### config.mk
export PLATFORM = sky130hd
export DESIGN_NAME = rcpu_boot_loader
export DESIGN_NICKNAME = d
export VERILOG_FILES = /design/src/rtl/rcpu_boot_loader.sv
export SDC_FILE = /design/constraint.sdc
export NUM_CORES = 1
export LEC_CHECK = 0
export CAP_MARGIN = 20
export CORE_MARGIN = 1.5
export CORE_UTILIZATION = 45
export CTS_BUF_LIST = sky130_fd_sc_hd__clkbuf_16
export DETAILED_ROUTE_END_ITERATION = 8
export GPL_TIMING_DRIVEN = 0
export HOLD_SLACK_MARGIN = 0.06
export PLACE_DENSITY = 0.76
export SETUP_SLACK_MARGIN = 0.4
export SKIP_LAST_GASP = 1
export SLEW_MARGIN = 20
export SYNTH_ARGS = -nofsm -noshare
export SYNTH_HDL_FRONTEND = slang
export SYNTH_SLANG_ARGS = --single-unit
### constraint.sdc
create_clock -name clk -period 1.8 [get_ports clk]
set_input_delay 0.36 -clock clk [delete_from_list [all_inputs] [get_ports clk]]
set_output_delay 0.36 -clock clk [all_outputs]
set_load 0.03 [all_outputs]
### src/rtl/rcpu_boot_loader.sv
// Boot loader for rcpu: receives a framed program image over a byte stream,
// writes it into RAM as 16-bit words, verifies an XOR checksum and then
// releases the CPU and hands the RAM port over to the CPU memory bus.
//
// Frame: CNT_HI, CNT_LO, N x (HI, LO), CHK where CHK is the XOR of all
// preceding frame bytes.

module rcpu_boot_loader #(
   parameter logic [15:0] BASE_ADDR = 16'h0000
) (
   input  logic        clk,
   input  logic        rst,
   input  logic [7:0]  inData,
   input  logic        inValid,
   output logic        inReady,
   input  logic [31:0] cpuMemAddr,
   input  logic [15:0] cpuMemWrite,
   input  logic        cpuMemWE,
   output logic        cpuRst,
   output logic [15:0] ramAddr,
   output logic [15:0] ramWData,
   output logic        ramWE,
   output logic        done,
   output logic        error
);

   typedef enum logic [2:0] {
      StCountHi,
      StCountLo,
      StDataHi,
      StDataLo,
      StCheck,
      StRun,
      StError
   } state_e;

   state_e      state_q, state_d;
   logic [15:0] count_q, count_d;      // number of words in the image
   logic [15:0] idx_q, idx_d;          // index of the next word to write
   logic [7:0]  hi_q, hi_d;            // latched high byte of current word
   logic [7:0]  xsum_q, xsum_d;        // running XOR of accepted frame bytes
   logic        wr_we_q, wr_we_d;      // loader write pulse
   logic [15:0] wr_addr_q, wr_addr_d;  // loader-side RAM address
   logic [15:0] wr_data_q, wr_data_d;  // loader-side RAM write data

   logic        xfer;
   logic        loading;

   // Upper CPU address bits do not reach the 16-bit RAM port.
   logic        unused_addr_hi;
   assign unused_addr_hi = ^cpuMemAddr[31:16];

   // Byte acceptance depends only on registered state, never on inValid.
   always_comb begin
      loading = 1'b0;
      unique case (state_q)
         StCountHi, StCountLo, StDataHi, StDataLo, StCheck: loading = 1'b1;
         default:                                           loading = 1'b0;
      endcase
   end

   assign inReady = loading;
   assign xfer    = inValid && loading;

   // Next-state logic: frame parsing, checksum accumulation, word assembly.
   always_comb begin
      state_d   = state_q;
      count_d   = count_q;
      idx_d     = idx_q;
      hi_d      = hi_q;
      xsum_d    = xsum_q;
      wr_we_d   = 1'b0;
      wr_addr_d = wr_addr_q;
      wr_data_d = wr_data_q;

      unique case (state_q)
         StCountHi: begin
            if (xfer) begin
               count_d[15:8] = inData;
               xsum_d        = xsum_q ^ inData;
               state_d       = StCountLo;
            end
         end

         StCountLo: begin
            if (xfer) begin
               count_d[7:0] = inData;
               xsum_d       = xsum_q ^ inData;
               // An empty image goes straight to the checksum byte.
               if ({count_q[15:8], inData} == 16'h0000) begin
                  state_d = StCheck;
               end else begin
                  state_d = StDataHi;
               end
            end
         end

         StDataHi: begin
            if (xfer) begin
               hi_d    = inData;
               xsum_d  = xsum_q ^ inData;
               state_d = StDataLo;
            end
         end

         StDataLo: begin
            if (xfer) begin
               xsum_d    = xsum_q ^ inData;
               // Register the write so ramWE pulses for one cycle after LO.
               wr_we_d   = 1'b1;
               wr_addr_d = BASE_ADDR + idx_q;
               wr_data_d = {hi_q, inData};
               idx_d     = idx_q + 16'd1;
               if (idx_q + 16'd1 == count_q) begin
                  state_d = StCheck;
               end else begin
                  state_d = StDataHi;
               end
            end
         end

         StCheck: begin
            if (xfer) begin
               if (inData == xsum_q) begin
                  state_d = StRun;
               end else begin
                  state_d = StError;
               end
            end
         end

         StRun, StError: begin
            state_d = state_q;
         end

         default: begin
            state_d = StCountHi;
         end
      endcase
   end

   // State and datapath registers with synchronous reset.
   always_ff @(posedge clk) begin
      if (rst) begin
         state_q   <= StCountHi;
         count_q   <= 16'h0000;
         idx_q     <= 16'h0000;
         hi_q      <= 8'h00;
         xsum_q    <= 8'h00;
         wr_we_q   <= 1'b0;
         wr_addr_q <= BASE_ADDR;
         wr_data_q <= 16'h0000;
      end else begin
         state_q   <= state_d;
         count_q   <= count_d;
         idx_q     <= idx_d;
         hi_q      <= hi_d;
         xsum_q    <= xsum_d;
         wr_we_q   <= wr_we_d;
         wr_addr_q <= wr_addr_d;
         wr_data_q <= wr_data_d;
      end
   end

   // Status outputs and RAM port mux: the CPU owns the port only in RUN.
   always_comb begin
      cpuRst   = 1'b1;
      done     = 1'b0;
      error    = 1'b0;
      ramAddr  = wr_addr_q;
      ramWData = wr_data_q;
      ramWE    = wr_we_q;
      unique case (state_q)
         StRun: begin
            cpuRst   = 1'b0;
            done     = 1'b1;
            ramAddr  = cpuMemAddr[15:0];
            ramWData = cpuMemWrite;
            ramWE    = cpuMemWE;
         end
         StError: begin
            error = 1'b1;
         end
         default: begin
            cpuRst = 1'b1;
         end
      endcase
   end

endmodule

# == Word level (Yosys, flattened, before mapping) ==
# Index checks and enable logic that the tools add are counted.
# word_totals
ff_bits,84
in_bits,60
output_inout_bits,37
word_cells,56
# classes
addsub,1
eq_ne,13
muxes,17
bitwise,3
n_reduce_logical,13
# op_table
operator,n
2-to-1 mux 16 bit,2
2-to-1 mux 3 bit,7
case mux 3 bit (6 select lines),1
"adder 16 x 1 -> 16 bit, second input constant",1
== test 16 bit,1
zero test 16 bit,1
"inequality test 2 bit, second input constant",5
AND reduction 2 bit,5
"== test 3 bit, second input constant",3
== test 8 bit,1
bitwise XOR 8 bit,1
"== test 3 x 2 -> 1 bit, second input constant",2
2-to-1 mux 1 bit,6
AND reduction 6 bit,1
OR reduction 5 bit,1
OR reduction 2 bit,2
OR reduction 4 bit,1
"== test 3 x 1 -> 1 bit, second input constant",1
zero test 3 bit,1
2-to-1 mux 2 bit,1
inverter 1 bit,2
logical AND 1 bit,1

# == Logic depth before layout (Yosys ltp) ==
# logic_depth
word_depth,6
depth_mapped,7
mapped_depth_nobuf,7

# == Worst setup path before layout ==
# OpenSTA, ideal clock, no wires.
# synth_path
path_type,register -> output
startpoint,register state_q[1]
endpoint,output port ramAddr[10]
arrival_ps,1636
required_time_ps,1440
slack_ps,-196
path_stages_with_launch,6
path_buffers,2
cell_sequence,dfxtp_1 > clkbuf_1 > nor2b_1 > nand2_1 > buf_2 > mux2_2
# synth_between
elab_chain_len,2
# synth_rtl
item,line_no,text
start: declaration,37,"state_e state_q, state_d;"
start signal: assignment,145,state_q <= StCountHi;
start signal: assignment,154,state_q <= state_d;
== test 3 bit,173,unique case (state_q)
2-to-1 mux 16 bit,173,
end: declaration,20,"output logic [15:0] ramAddr,"
# No other way between the ends.

# == Final worst setup path ==
# layout_path
startpoint,register state_q[0]
endpoint,output port ramAddr[10]
# Same word-level chain as after synthesis.

==> flow_metrics.py <==
metrics = {
    "timing": {
        "skew_ns": 0.008770,
        "min_period_over_period": 1.176,
        "hold_ws_ns": 0.4143,
        "drv_slew": 0,
        "maxSlewHeadroom": 0.4954,
        "hold_viol_final": 0,
        "max_slew.worst_pin.slew_ns": 0.7569,
        "fmax_ghz": 0.4724,
        "fin_ws_ns": -0.3166,
        "rsz0062_at_grt": "yes",
        "post-route-min-period_ns": 2.117,
        "finalSetupViolations": 41,
    },
    "grt": {
        "grt_start_max_net_pins": 14,
        "gr-total-overflow": 0,
        "track_usage": 0.2461,
        "antenna_found_initial": 0,
        "top_usage_layer": "met2",
        "grtUsageMet3": 0.03621,
        "use_met1": 0.3180,
        "grt_pass1_wl_um": 19600,
        "use_met2": 0.4118,
        "grt_pass1_vias": 4017,
    },
    "synthesis": {
        "yosysSeqAreaShare": 0.3990,
        "synth_area_sq_mm": 0.004214,
        "synthDistinctLibCells": 43,
        "synth_common_cells": "nand2_1 (134), dfxtp_1 (84), a21oi_1 (69)",
        "async_reset_ff_frac": 0,
        "syn_inst": 530,
        "yosysWarnings": 0,
        "ys_ff_latch": 84,
        "synthFlopType": "dfxtp_1",
        "synth_edf_count": 0,
        "netlist_top_cells_area": "dfxtp_1 (40%), nand2_1 (12%), mux2_2 (8.8%), a21oi_1 (8.2%), xor2_1 (5.6%)",
        "synth_nets": 591,
        "yosysTopAreaCellShare": 0.3990,
        "postSynthAreaPerCell_sq_um": 7.951,
        "yosysMostFrequentCell": "nand2_1",
        "yosys.area.top_type": "dfxtp_1",
    },
    "power": {
        "p_leak_nw": 3.064,
        "irDropWorstVdd_v": 0.0005475,
        "powerDensity_mw_per_mm2": 666.1,
    },
    "detailed_routing": {
        "wl_um": 14590,
        "drc": 0,
        "drt-pass1-iter-count": 5,
        "drt_iter0_drc": 283,
        "final_antenna_net_count": 0,
        "vias_per_cell": 5.872,
        "vias": 4463,
        "wire_per_inst_um": 19.20,
    },
    "clock_tree": {
        "max-clock-path-buffers": 2,
        "ctsRootBufferMaster": "clkbuf_16",
        "cts_buffers": 9,
        "postCtsHoldBufs": 0,
        "clk_latency_ns": 0.34,
        "cts_sinks": 84,
        "cts_tree": "yes",
        "h-tree-depth": 3,
        "clkTransAtPathRegs_ns": 0.06,
    },
    "outcome": {
        "violations": "negative setup slack",
        "outcome": "complete, but fails checks",
    },
    "final_layout": {
        "multi_input_area_sq_mm": 0.003232,
        "area_growth_pct": 63.69,
        "drive_gt1_frac": 0.4484,
        "fillers": 567,
        "final_cells": 760,
        "num_antenna_cells": 0,
        "seq_area_sq_mm": 0.001697,
        "num-nets-final": 705,
    },
    "die": {
        "core_area_sq_mm": 0.009153,
        "ios": 97,
        "die_area_sq_mm": 0.009954,
        "die_h_um": 99.77,
        "start_util": 0.4604,
        "die_x_um": 99.77,
        "rows": 35,
    },
    "critical_path": {
        "crit_required_ns": 1.44,
        "critPathSlowestCell": "dfxtp_2",
        "critical_path.top_delay_family": "buffers and inverters",
        "critPathBufInv": 3,
        "crit_type": "register to output pin",
        "critPathMaxStageDelay_ns": 0.36,
        "end_kind": "output pin",
        "path_cells": "buf_8 -> nor2b_4 -> nand2_8 -> buf_12 -> mux2_4 -> buf_4",
        "critPathArrivalTime_ns": 1.76,
        "critPathLaunchType": "register",
        "critPathMaxFanout": 10,
    },
    "placed_design": {
        "dp_hpwl_um": 7768,
        "placed_cells": 712,
        "place.gp.congestion": 0.9017,
        "portBuffers": 71,
    },
    "min_path": {
        "hp-class": "primary input to register",
    },
    "job": {
        "drv_cap": 0,
    },
}
## sequential cells by signal, summed over array words and instances, names as in the netlist
name and flops:
wr_addr_q 16, hi_q 8, count_q 16, xsum_q 8, wr_data_q 16, idx_q 16
wr_we_q 1, state_q 3
## where the power goes
group	internal (W)	leakage, nW	switching, W
logic	0.000309	2.22	0.000363
clock network	0.00120	0.155	0.000758
registers	0.00191	0.684	0.0000564
## layout by cell type (no fill, tap or decap), types with 9 or more instances in the layout
| cell type | instances |
|---|---|
| o21ai_0 | 9 |
| clkbuf_1 | 11 |
| nand2_1 | 78 |
| xor2_1 | 26 |
| buf_6 | 34 |
| nand4_1 | 9 |
| clkbuf_16 | 15 |
| buf_4 | 34 |
| a21oi_2 | 41 |
| clkdlybuf4s50_1 | 33 |
| xnor2_1 | 13 |
| dfxtp_1 | 78 |
| nor2_1 | 23 |
| nand2_2 | 14 |
| nand2_4 | 40 |
| mux2_4 | 33 |
| a21oi_1 | 28 |
## tightest hold or removal path, stage by stage
cell,delay (ns)
clkbuf_2,0.20
nand2_4,0.10
a21oi_2,0.05
## final timing paths
check / start / endpoint / slack, ns / depth (start not counted)
max: state_q[0] / ramAddr[10] / -0.32 / 6
max reg2reg: idx_q[4] / state_q[2] / -0.17 / 7
min reg2reg: wr_addr_q[12] / wr_addr_q[12] / 0.46 / 2
min: inData[7] / count_q[15] / 0.41 / 3
## per-layer routing
metal  up-vias  wire length, um  part of all wire
met3        37             1086             0.074
met5         -                0                 0
li1       2025                -                 -
met1      2176             5777              0.40
met2       225             7364              0.50
met4         0              362             0.025
## final cells by class
class / instances / share of cell area
plain buffers: 45 / 0.06077
clock buffers: 9 / 0.03265
clock inverters: 7 / 0.01215
inverters: 3 / 0.002177
multi-input cells: 398 / 0.4685
flip-flops and latches: 84 / 0.2460
well taps: 111 / 0.02013
repair buffers: 103 / 0.1576
## cells by family (layout without fill, tap and decap cells)
group                      after synthesis  count (layout)  synth area share
DFF                                     84              84            0.3990
xor gates and xnor gates                43              43           0.08937
and+or+nand+nor                        229             229            0.2506
adders and majority gates                1               1          0.002969
AOI/OAI and AO/OA                       91              91            0.1205
buffers and inverters                   48             167           0.04691
muxes                                   34              34           0.09056
## through the flow
step	power, W	area [sq um]	utilization	setup TNS, ns	worst slack [ns]
after global routing	0.004706	6898	0.7537	-11.91	-0.3419
after global placement	0.002414	5319	0.5811	-37.78	-0.5010
final	0.004594	6898	0.7537	-10.77	-0.3166
after detailed placement	0.002429	5319	0.5811	-42.67	-0.5514
after CTS	0.004405	6027	0.6585	-9.079	-0.2884
after floorplan	0.002262	4469	-	0	0.1459
## what timing repair did
action	in CTS	in global routing
gates cloned	2	5
gates resized for setup	301	190
setup endpoints to repair	121	119
setup buffers	16	9
pin swaps	8	70
No activity file was read; power rests on OpenSTA's default activity.
